`config.mk`:
```
export PLATFORM = sky130hd
export DESIGN_NAME = uart_alu_sequencer
export DESIGN_NICKNAME = d
export VERILOG_FILES = /design/src/rtl/uart_alu_sequencer.sv
export SDC_FILE = /design/constraint.sdc
export NUM_CORES = 1
export LEC_CHECK = 0
export CAP_MARGIN = 5
export CORE_UTILIZATION = 40
export CTS_BUF_LIST = sky130_fd_sc_hd__clkbuf_16
export DETAILED_ROUTE_END_ITERATION = 6
export SLEW_MARGIN = 20
export SYNTH_ARGS = -nofsm -noshare
export SYNTH_HDL_FRONTEND = slang
export SYNTH_SLANG_ARGS = --single-unit
export TNS_END_PERCENT = 1
```
`constraint.sdc`:
```
create_clock -name i_clk -period 5.6 [get_ports i_clk]
set_input_delay 0.84 -clock i_clk [delete_from_list [all_inputs] [get_ports i_clk]]
set_output_delay 0.84 -clock i_clk [all_outputs]
set_load 0.01 [all_outputs]
```
`src/rtl/uart_alu_sequencer.sv`:
```
// uart_alu_sequencer
// Collects a frame of N_OPS operand words followed by one opcode word from a
// first-word-fall-through RX FIFO, presents them to an external ALU, samples
// the ALU result after ALU_LAT cycles and pushes it into the TX FIFO.
// A frame that stalls for TIMEOUT cycles between words is abandoned.
//
// Ports
//   i_clk, i_reset     clock, asynchronous active-high reset
//   i_rx_empty         RX FIFO empty; i_r_data valid while low
//   i_r_data           RX FIFO head word
//   i_tx_full          TX FIFO full
//   i_result_data      ALU result
//   o_rd_uart          RX pop strobe (combinational, one per consumed word)
//   o_wr_uart          TX push strobe, one cycle
//   o_w_data           last sampled ALU result
//   o_operands         operand k at [k*DATA_WIDTH +: DATA_WIDTH]
//   o_op_code          ALU opcode
//   o_busy             high whenever the FSM is not in IDLE
//   o_timeout          one-cycle pulse when a frame is aborted
module uart_alu_sequencer #(
  parameter int DATA_WIDTH = 8,
  parameter int N_OPS      = 2,
  parameter int OPCODE_SZ  = 6,
  parameter int ALU_LAT    = 1,
  parameter int TIMEOUT    = 1000000
) (
  input  logic                        i_clk,
  input  logic                        i_reset,
  input  logic                        i_rx_empty,
  input  logic [DATA_WIDTH-1:0]       i_r_data,
  input  logic                        i_tx_full,
  input  logic [DATA_WIDTH-1:0]       i_result_data,
  output logic                        o_rd_uart,
  output logic                        o_wr_uart,
  output logic [DATA_WIDTH-1:0]       o_w_data,
  output logic [N_OPS*DATA_WIDTH-1:0] o_operands,
  output logic [OPCODE_SZ-1:0]        o_op_code,
  output logic                        o_busy,
  output logic                        o_timeout
);

  localparam int              TO_W     = $clog2(TIMEOUT + 1);
  // The abort fires on the edge that would take the counter to TIMEOUT.
  localparam logic [TO_W-1:0] TO_LAST  = TO_W'(TIMEOUT - 1);
  localparam logic [3:0]      LAST_IDX = 4'(N_OPS - 1);
  localparam logic [3:0]      LAT_END  = 4'(ALU_LAT);

  typedef enum logic [2:0] {
    IDLE     = 3'd0,
    RX_OPER  = 3'd1,
    RX_OPC   = 3'd2,
    WAIT_ALU = 3'd3,
    SEND     = 3'd4
  } state_t;

  state_t          state, state_next;
  logic [3:0]      idx_r;
  logic [3:0]      lat_cnt_r;
  logic [TO_W-1:0] to_cnt_r;

  logic       rd_s;
  logic       wr_s;
  logic       cap_oper_s;
  logic       cap_opc_s;
  logic       sample_s;
  logic       rx_wait_s;
  logic       to_fire_s;
  logic [3:0] oper_idx_s;

  assign o_rd_uart = rd_s & ~i_reset;
  assign o_wr_uart = wr_s;
  assign o_busy    = (state != IDLE);

  // Next-state and per-cycle control strobes.
  always_comb begin
    state_next = state;
    rd_s       = 1'b0;
    wr_s       = 1'b0;
    cap_oper_s = 1'b0;
    cap_opc_s  = 1'b0;
    sample_s   = 1'b0;
    rx_wait_s  = 1'b0;
    to_fire_s  = 1'b0;
    oper_idx_s = idx_r;
    case (state)
      IDLE: begin
        // A new frame always starts at operand 0, whatever idx_r holds.
        oper_idx_s = 4'd0;
        if (!i_rx_empty) begin
          rd_s       = 1'b1;
          cap_oper_s = 1'b1;
          state_next = (N_OPS == 1) ? RX_OPC : RX_OPER;
        end else begin
          state_next = IDLE;
        end
      end
      RX_OPER: begin
        if (!i_rx_empty) begin
          rd_s       = 1'b1;
          cap_oper_s = 1'b1;
          if (idx_r == LAST_IDX) begin
            state_next = RX_OPC;
          end else begin
            state_next = RX_OPER;
          end
        end else begin
          rx_wait_s = 1'b1;
          if (to_cnt_r == TO_LAST) begin
            to_fire_s  = 1'b1;
            state_next = IDLE;
          end else begin
            state_next = RX_OPER;
          end
        end
      end
      RX_OPC: begin
        if (!i_rx_empty) begin
          rd_s       = 1'b1;
          cap_opc_s  = 1'b1;
          state_next = WAIT_ALU;
        end else begin
          rx_wait_s = 1'b1;
          if (to_cnt_r == TO_LAST) begin
            to_fire_s  = 1'b1;
            state_next = IDLE;
          end else begin
            state_next = RX_OPC;
          end
        end
      end
      WAIT_ALU: begin
        if (lat_cnt_r == LAT_END) begin
          sample_s   = 1'b1;
          state_next = SEND;
        end else begin
          state_next = WAIT_ALU;
        end
      end
      SEND: begin
        if (!i_tx_full) begin
          wr_s       = 1'b1;
          state_next = IDLE;
        end else begin
          state_next = SEND;
        end
      end
      default: begin
        state_next = IDLE;
      end
    endcase
  end

  // FSM state register.
  always_ff @(posedge i_clk or posedge i_reset) begin
    if (i_reset) begin
      state <= IDLE;
    end else begin
      state <= state_next;
    end
  end

  // Frame datapath: operands, opcode, result and the three counters.
  always_ff @(posedge i_clk or posedge i_reset) begin
    if (i_reset) begin
      idx_r      <= 4'd0;
      lat_cnt_r  <= 4'd0;
      to_cnt_r   <= '0;
      o_operands <= '0;
      o_op_code  <= '0;
      o_w_data   <= '0;
      o_timeout  <= 1'b0;
    end else begin
      o_timeout <= to_fire_s;

      if (cap_oper_s) begin
        o_operands[oper_idx_s*DATA_WIDTH +: DATA_WIDTH] <= i_r_data;
        idx_r <= oper_idx_s + 4'd1;
      end else if (cap_opc_s || to_fire_s) begin
        idx_r <= 4'd0;
      end

      if (cap_opc_s) begin
        o_op_code <= i_r_data[OPCODE_SZ-1:0];
      end

      if (cap_opc_s) begin
        lat_cnt_r <= 4'd0;
      end else if (state == WAIT_ALU) begin
        lat_cnt_r <= lat_cnt_r + 4'd1;
      end

      if (sample_s) begin
        o_w_data <= i_result_data;
      end

      // Counts only idle gaps inside a frame; any pop restarts it.
      if (rd_s || to_fire_s) begin
        to_cnt_r <= '0;
      end else if (rx_wait_s) begin
        to_cnt_r <= to_cnt_r + TO_W'(1);
      end
    end
  end

endmodule

```
==> results.yml, run 1 <==
status:
  status: "finished, final reports clean"
clocking:
  postCtsSetupBuffers: 0
  cts_resized: 0
  cts_made_buffers: 9
  clk_pin_slew_ns: 0.05
  cts_buffer_depth: 2
  h-tree-depth: 3
  cts-hold-fix-buffers: 0
  cts_tree: "yes"
  clk_latency_ns: 0.32
  cts_sinks: 62
  cts-root-buf: "clkbuf_16"
routing:
  top_layer_used: "met4"
  vias: 2326
  wl_met3_um: 174
  route.detailed.drc: 0
  wire_per_inst_um: 14.5
  first_pass_iters: 4
  wl_met1_um: 3070
  wirelength_um: 6490
  ant_nets: 0
  vias_per_cell: 5.20
  drt-initial-drc-count: 118
  wl_met2_um: 3180
layout:
  antennaDiodeCount: 0
  drive_above_1_share: 0.141
  nNetsFinal: 370
  design_area_sq_mm: 0.00387
  synthToLayoutAreaGrowth_pct: 27.9
  nFillCells: 659
min_path:
  hold_end: "o_operands[2]"
  hold_depth: 2
  min_from: "o_operands[2]"
  min_path_type: "reg -> reg"
logic_synthesis:
  synth_nets: 319
  ys_seq_elements: 62
  yosysUniqueCellTypes: 46
  netlist.area_leader.share: 0.512
  synth_warnings: 0
  ys.flop_type: "dfrtp_1"
  syn_inst: 294
  yosys.area.top_type: "dfrtp_1"
  synth.most_common_cell: "dfrtp_1"
  yosys-top-cells-count: "dfrtp_1, nand2_1, o21ai_0"
  syn_area_per_cell_sq_um: 10.3
  async_flop_share: 1.00
  yosysSeqAreaShare: 0.512
  synth-edff-count: 0
  netlist_area_sq_mm: 0.00303
  synth.area.top_cells: "dfrtp_1, mux2_2, o21ai_0, nand2_1, a21oi_1"
placement:
  io_buffer_count: 53
  place_congestion: 0.782
  dpl-instance-area_sq_mm: 0.00362
  dp_hpwl_um: 4430
  place_ws_ns: 2.35
critical_path:
  cp.buffers_inverters: 2
  end_kind: "output pin"
  crit_type: "in -> out"
  startpoint_type: "primary input"
  r2r_start: "state[2]"
  cp_max_fo: 10
  r2r_slack_ns: 2.71
  crit_chain: "clkdlybuf4s50_1, a211o_1, nor2_1, clkdlybuf4s50_1"
  crit_top_cell: "clkdlybuf4s50_1"
  ff2ff_path_depth: 7
  rr_endpoint: "o_operands[6]"
  cp_slowest_cell: "clkdlybuf4s50_1"
  crit_family: "buffers and inverters"
  critical_path_required_ns: 4.76
  cp_data_arrival_time_ns: 2.43
  slowest_delay_ns: 0.57
timing:
  hold_viol_final: 0
  period_needed_ns: 3.27
  relSlewSlack: 0.340
  timing.final.ws_setup_ns: 2.33
  final_max_slew_viol_count: 0
  final.setup.tns_ns: 0
  fin_skew_ns: 0.00321
  tightestPinTransition_ns: 0.990
  finalSetupViolCount: 0
  timing.fmax_ghz: 0.306
  min_period_over_period: 0.584
  rsz0062_at_grt: "false"
  finalHoldWorstSlack_ns: 0.484
floorplan:
  start_util: 0.415
  placement_rows: 31
  io_pins: 54
  coreArea_sq_mm: 0.00729
  die_h_um: 89.0
  die_area_sq_mm: 0.00792
  die_w_um: 89.0
power_and_ir_drop:
  ir_worst_vdd_uv: 247
  p_leak_nw: 1.63
  powerDensity_mw_per_mm2: 459
  power_mw: 1.78
global_route:
  grt_overflow: 0
  antenna_found_initial: 0
  grt_first_pass_wirelength_um: 10900
  grt_pass1_vias: 2236
  grt_max_degree: 63
  track_usage: 0.183
flow_run:
  cap_violations: 0
## worst max path at each step
stage,end,slack (ns),from,depth (start not counted)
floorplan,o_operands[0],3.02,state[0],10
global placement,o_rd_uart,2.38,i_rx_empty,4
detailed placement,o_rd_uart,2.35,i_rx_empty,4
CTS,o_rd_uart,2.33,i_rx_empty,4
global route,o_rd_uart,2.20,i_rx_empty,4
finish,o_rd_uart,2.33,i_rx_empty,4
## per-layer routing
layer  GRT usage  vias to the layer above
met4      0.0823                        0
li1            -                     1160
met3      0.0332                        6
met2       0.283                       30
met1       0.253                     1130
met5           0                        -
## power by group
group | leakage (nW) | switching [mW] | internal, mW
sequential | 0.811 | 0.113 | 0.568
combinational | 0.683 | 0.295 | 0.336
clock | 0.131 | 0.179 | 0.287
## cell usage in the layout (no fill, tap or decap), types with 2 or more instances in the layout
cell,count
dfrtp_1,62
clkdlybuf4s50_1,53
nand2_1,36
o21ai_0,28
mux2_2,22
a21oi_1,17
or3_1,12
nand3_1,12
nor2_1,11
inv_1,10
clkbuf_16,9
nand4_1,8
xor2_1,5
ha_1,5
o31ai_1,4
or4_1,4
nor3_1,4
or3b_2,3
and3_1,3
xnor2_1,3
nor2b_1,3
and4_1,2
or2_2,2
a22o_1,2
a31oi_1,2
clkinv_2,2
## registers in the layout, indices dropped and copies added, names as in the netlist
| name | count |
|---|---|
| o_op_code | 6 |
| to_cnt_r | 20 |
| o_timeout | 1 |
| idx_r | 4 |
| state | 3 |
| o_operands | 16 |
| lat_cnt_r | 4 |
| o_w_data | 8 |
## worst min-delay path, stage by stage, from the launching register on
cell     delay, ns
dfrtp_1       0.34
nand2_1       0.05
o21ai_0       0.06
## per-stage QoR
stage / utilization / instances
2_1_floorplan: - / 294
3_5_place_dp: 0.497 / 433
5_1_grt: 0.531 / 447
6_report: 0.531 / 447
3_3_place_gp: 0.497 / 433
4_1_cts: 0.531 / 447
## kinds of logic (layout without fill, tap and decap cells)
group / count (synthesis) / after routing / share of synthesized area
DFF: 62 / 62 / 0.512
xor gates and xnor gates: 8 / 8 / 0.0231
AOI/OAI and AO/OA: 62 / 62 / 0.128
muxes: 23 / 23 / 0.0851
buffers and inverters: 23 / 77 / 0.0335
adders and majority gates: 5 / 5 / 0.0207
and+or+nand+nor: 111 / 111 / 0.198
## layout make-up
| class | instances | area, sq um | share of cell area |
|---|---|---|---|
| sequential | 62 | 1550 | 0.400 |
| multi-input combinational | 209 | 1380 | 0.356 |
| timing repair buffer | 54 | 538 | 0.139 |
| clock buffer | 9 | 225 | 0.0581 |
| tap | 99 | 124 | 0.0320 |
| inverter | 9 | 33.8 | 0.00872 |
| clock inverter | 5 | 21.3 | 0.00549 |
Note: power is estimated with default switching activity, not from simulation.
==> inputs of run 2 (changes only) <==
clock period = 3.3 ns   (was 5.6 ns; I/O delays follow)
==> results.yml, run 2 (same netlist as run 1, synthesis figures left out) <==
timing:
  period_needed_ns: 2.80
  relSlewSlack: 0.484
  min_period_over_period: 0.849
  final_max_slew_viol_count: 0
  timing.fmax_ghz: 0.357
  rsz0062_at_grt: "false"
  final.setup.tns_ns: 0
  timing.final.ws_setup_ns: 0.498
  fin_skew_ns: 0.00677
  hold_viol_final: 0
  finalSetupViolCount: 0
  tightestPinTransition_ns: 0.771
placement:
  place_congestion: 0.770
  dp_hpwl_um: 4620
  io_buffer_count: 53
  dp_cells: 439
  dpl-instance-area_sq_mm: 0.00368
  place_ws_ns: 0.521
layout:
  nNetsFinal: 376
  largest_register: "to_cnt_r"
  largest_reg_flops: 20
  layout_commonest_cell: "dfrtp_1"
  synthToLayoutAreaGrowth_pct: 30.7
  reg.largest.list: "to_cnt_r (20), o_operands (16), o_w_data (8)"
  seq_area_sq_mm: 0.00155
  drive_above_1_share: 0.155
  design_area_sq_mm: 0.00396
  final_cells: 454
  nFillCells: 666
  layout_common_cells: "dfrtp_1, clkdlybuf4s50_1, nand2_1"
  antennaDiodeCount: 0
  multiInputGateArea_sq_mm: 0.00138
global_route:
  grt_overflow: 0
  antenna_found_initial: 0
  grt_pass1_vias: 2224
  grt_max_degree: 34
  grt_first_pass_wirelength_um: 10600
  track_usage: 0.181
routing:
  wirelength_um: 6580
  first_pass_iters: 5
  ant_nets: 0
  wire_per_inst_um: 14.5
  route.detailed.drc: 0
  vias_per_cell: 5.25
  vias: 2382
  drt-initial-drc-count: 82
clocking:
  cts_made_buffers: 9
  cts_tree: "yes"
  cts_resized: 0
  clk_latency_ns: 0.32
  cts_sinks: 62
  cts-hold-fix-buffers: 0
  cts-root-buf: "clkbuf_16"
  cts_buffer_depth: 2
  clk_pin_slew_ns: 0.05
  postCtsSetupBuffers: 0
  h-tree-depth: 3
power_and_ir_drop:
  ir_worst_vdd_uv: 399
  power_mw: 3.16
  p_leak_nw: 1.66
  powerDensity_mw_per_mm2: 797
critical_path:
  cp_max_fo: 16
  crit_type: "reg -> reg"
  cp_data_arrival_time_ns: 2.99
  critical_path_required_ns: 3.48
  startpoint_type: "flip-flop"
  end_kind: "flip-flop"
floorplan:
  start_util: 0.415
  die_h_um: 89.0
  placement_rows: 31
  coreArea_sq_mm: 0.00729
  die_area_sq_mm: 0.00792
  die_w_um: 89.0
  io_pins: 54
status:
  status: "finished, final reports clean"
flow_run:
  cap_violations: 0
min_path:
  min_path_type: "reg -> reg"
[run 2: cell types whose count changed in the layout (fill, tap and decap cells not counted), sizes merged]
cell	before	now
buf	1	7
bufinv	0	1
clkinv	3	4
clkinvlp	0	1
inv	11	9
[run 2: worst max-delay path, cell delays in order (launching register included)]
cell and delay [ns]:
dfrtp_1 0.52, or3_1 0.55, nand2_1 0.33, ha_1 0.33, a21o_1 0.17, a2111o_1 0.56, nand2_1 0.12, o21ai_0 0.09
[run 2: per-stage QoR]
stage               hold slack (ns)  utilization
floorplan                     0.479            -
global placement              0.466        0.505
detailed placement            0.470        0.505
CTS                           0.481        0.543
global route                  0.508        0.543
finish                        0.473        0.543
[run 2: path summary, 6_finish.rpt]
| path | end | startpoint | slack [ns] | cells past startpoint |
|---|---|---|---|---|
| worst max register to register | o_operands[2] | state[2] | 0.50 | 7 |
| min in group asynchronous | to_cnt_r[1] | i_reset | 0.64 | 2 |
| max in group asynchronous | o_operands[1] | i_reset | 1.94 | 3 |
| worst min register to register | o_operands[7] | o_operands[7] | 0.47 | 2 |
| worst min-delay path | o_operands[7] | o_operands[7] | 0.47 | 2 |
| worst max-delay path | o_operands[2] | state[2] | 0.50 | 7 |
[run 2: area by class of cell]
type | instances | area share
Sequential cell | 62 | 0.392
Multi-Input combinational cell | 209 | 0.348
Timing Repair Buffer | 60 | 0.150
Clock buffer | 9 | 0.0569
Tap cell | 99 | 0.0313
Clock inverter | 6 | 0.0136
Inverter | 9 | 0.00853
[run 2: per-layer routing]
metal  vias up  routed length (um)  GRT usage
li1       1173                   -          -
met1      1161                3160      0.237
met2        38                3060      0.283
met3        10                 237     0.0471
met4         0                 121     0.0808
met5         -                   0          0
[run 2: report_power, final]
| part | leakage, nW | switching, mW | total (mW) | internal (mW) |
|---|---|---|---|---|
| logic | 0.714 | 0.532 | 1.13 | 0.601 |
| clock network | 0.134 | 0.319 | 0.888 | 0.570 |
| registers | 0.811 | 0.173 | 1.14 | 0.964 |
| total | 1.66 | 1.02 | 3.16 | 2.13 |
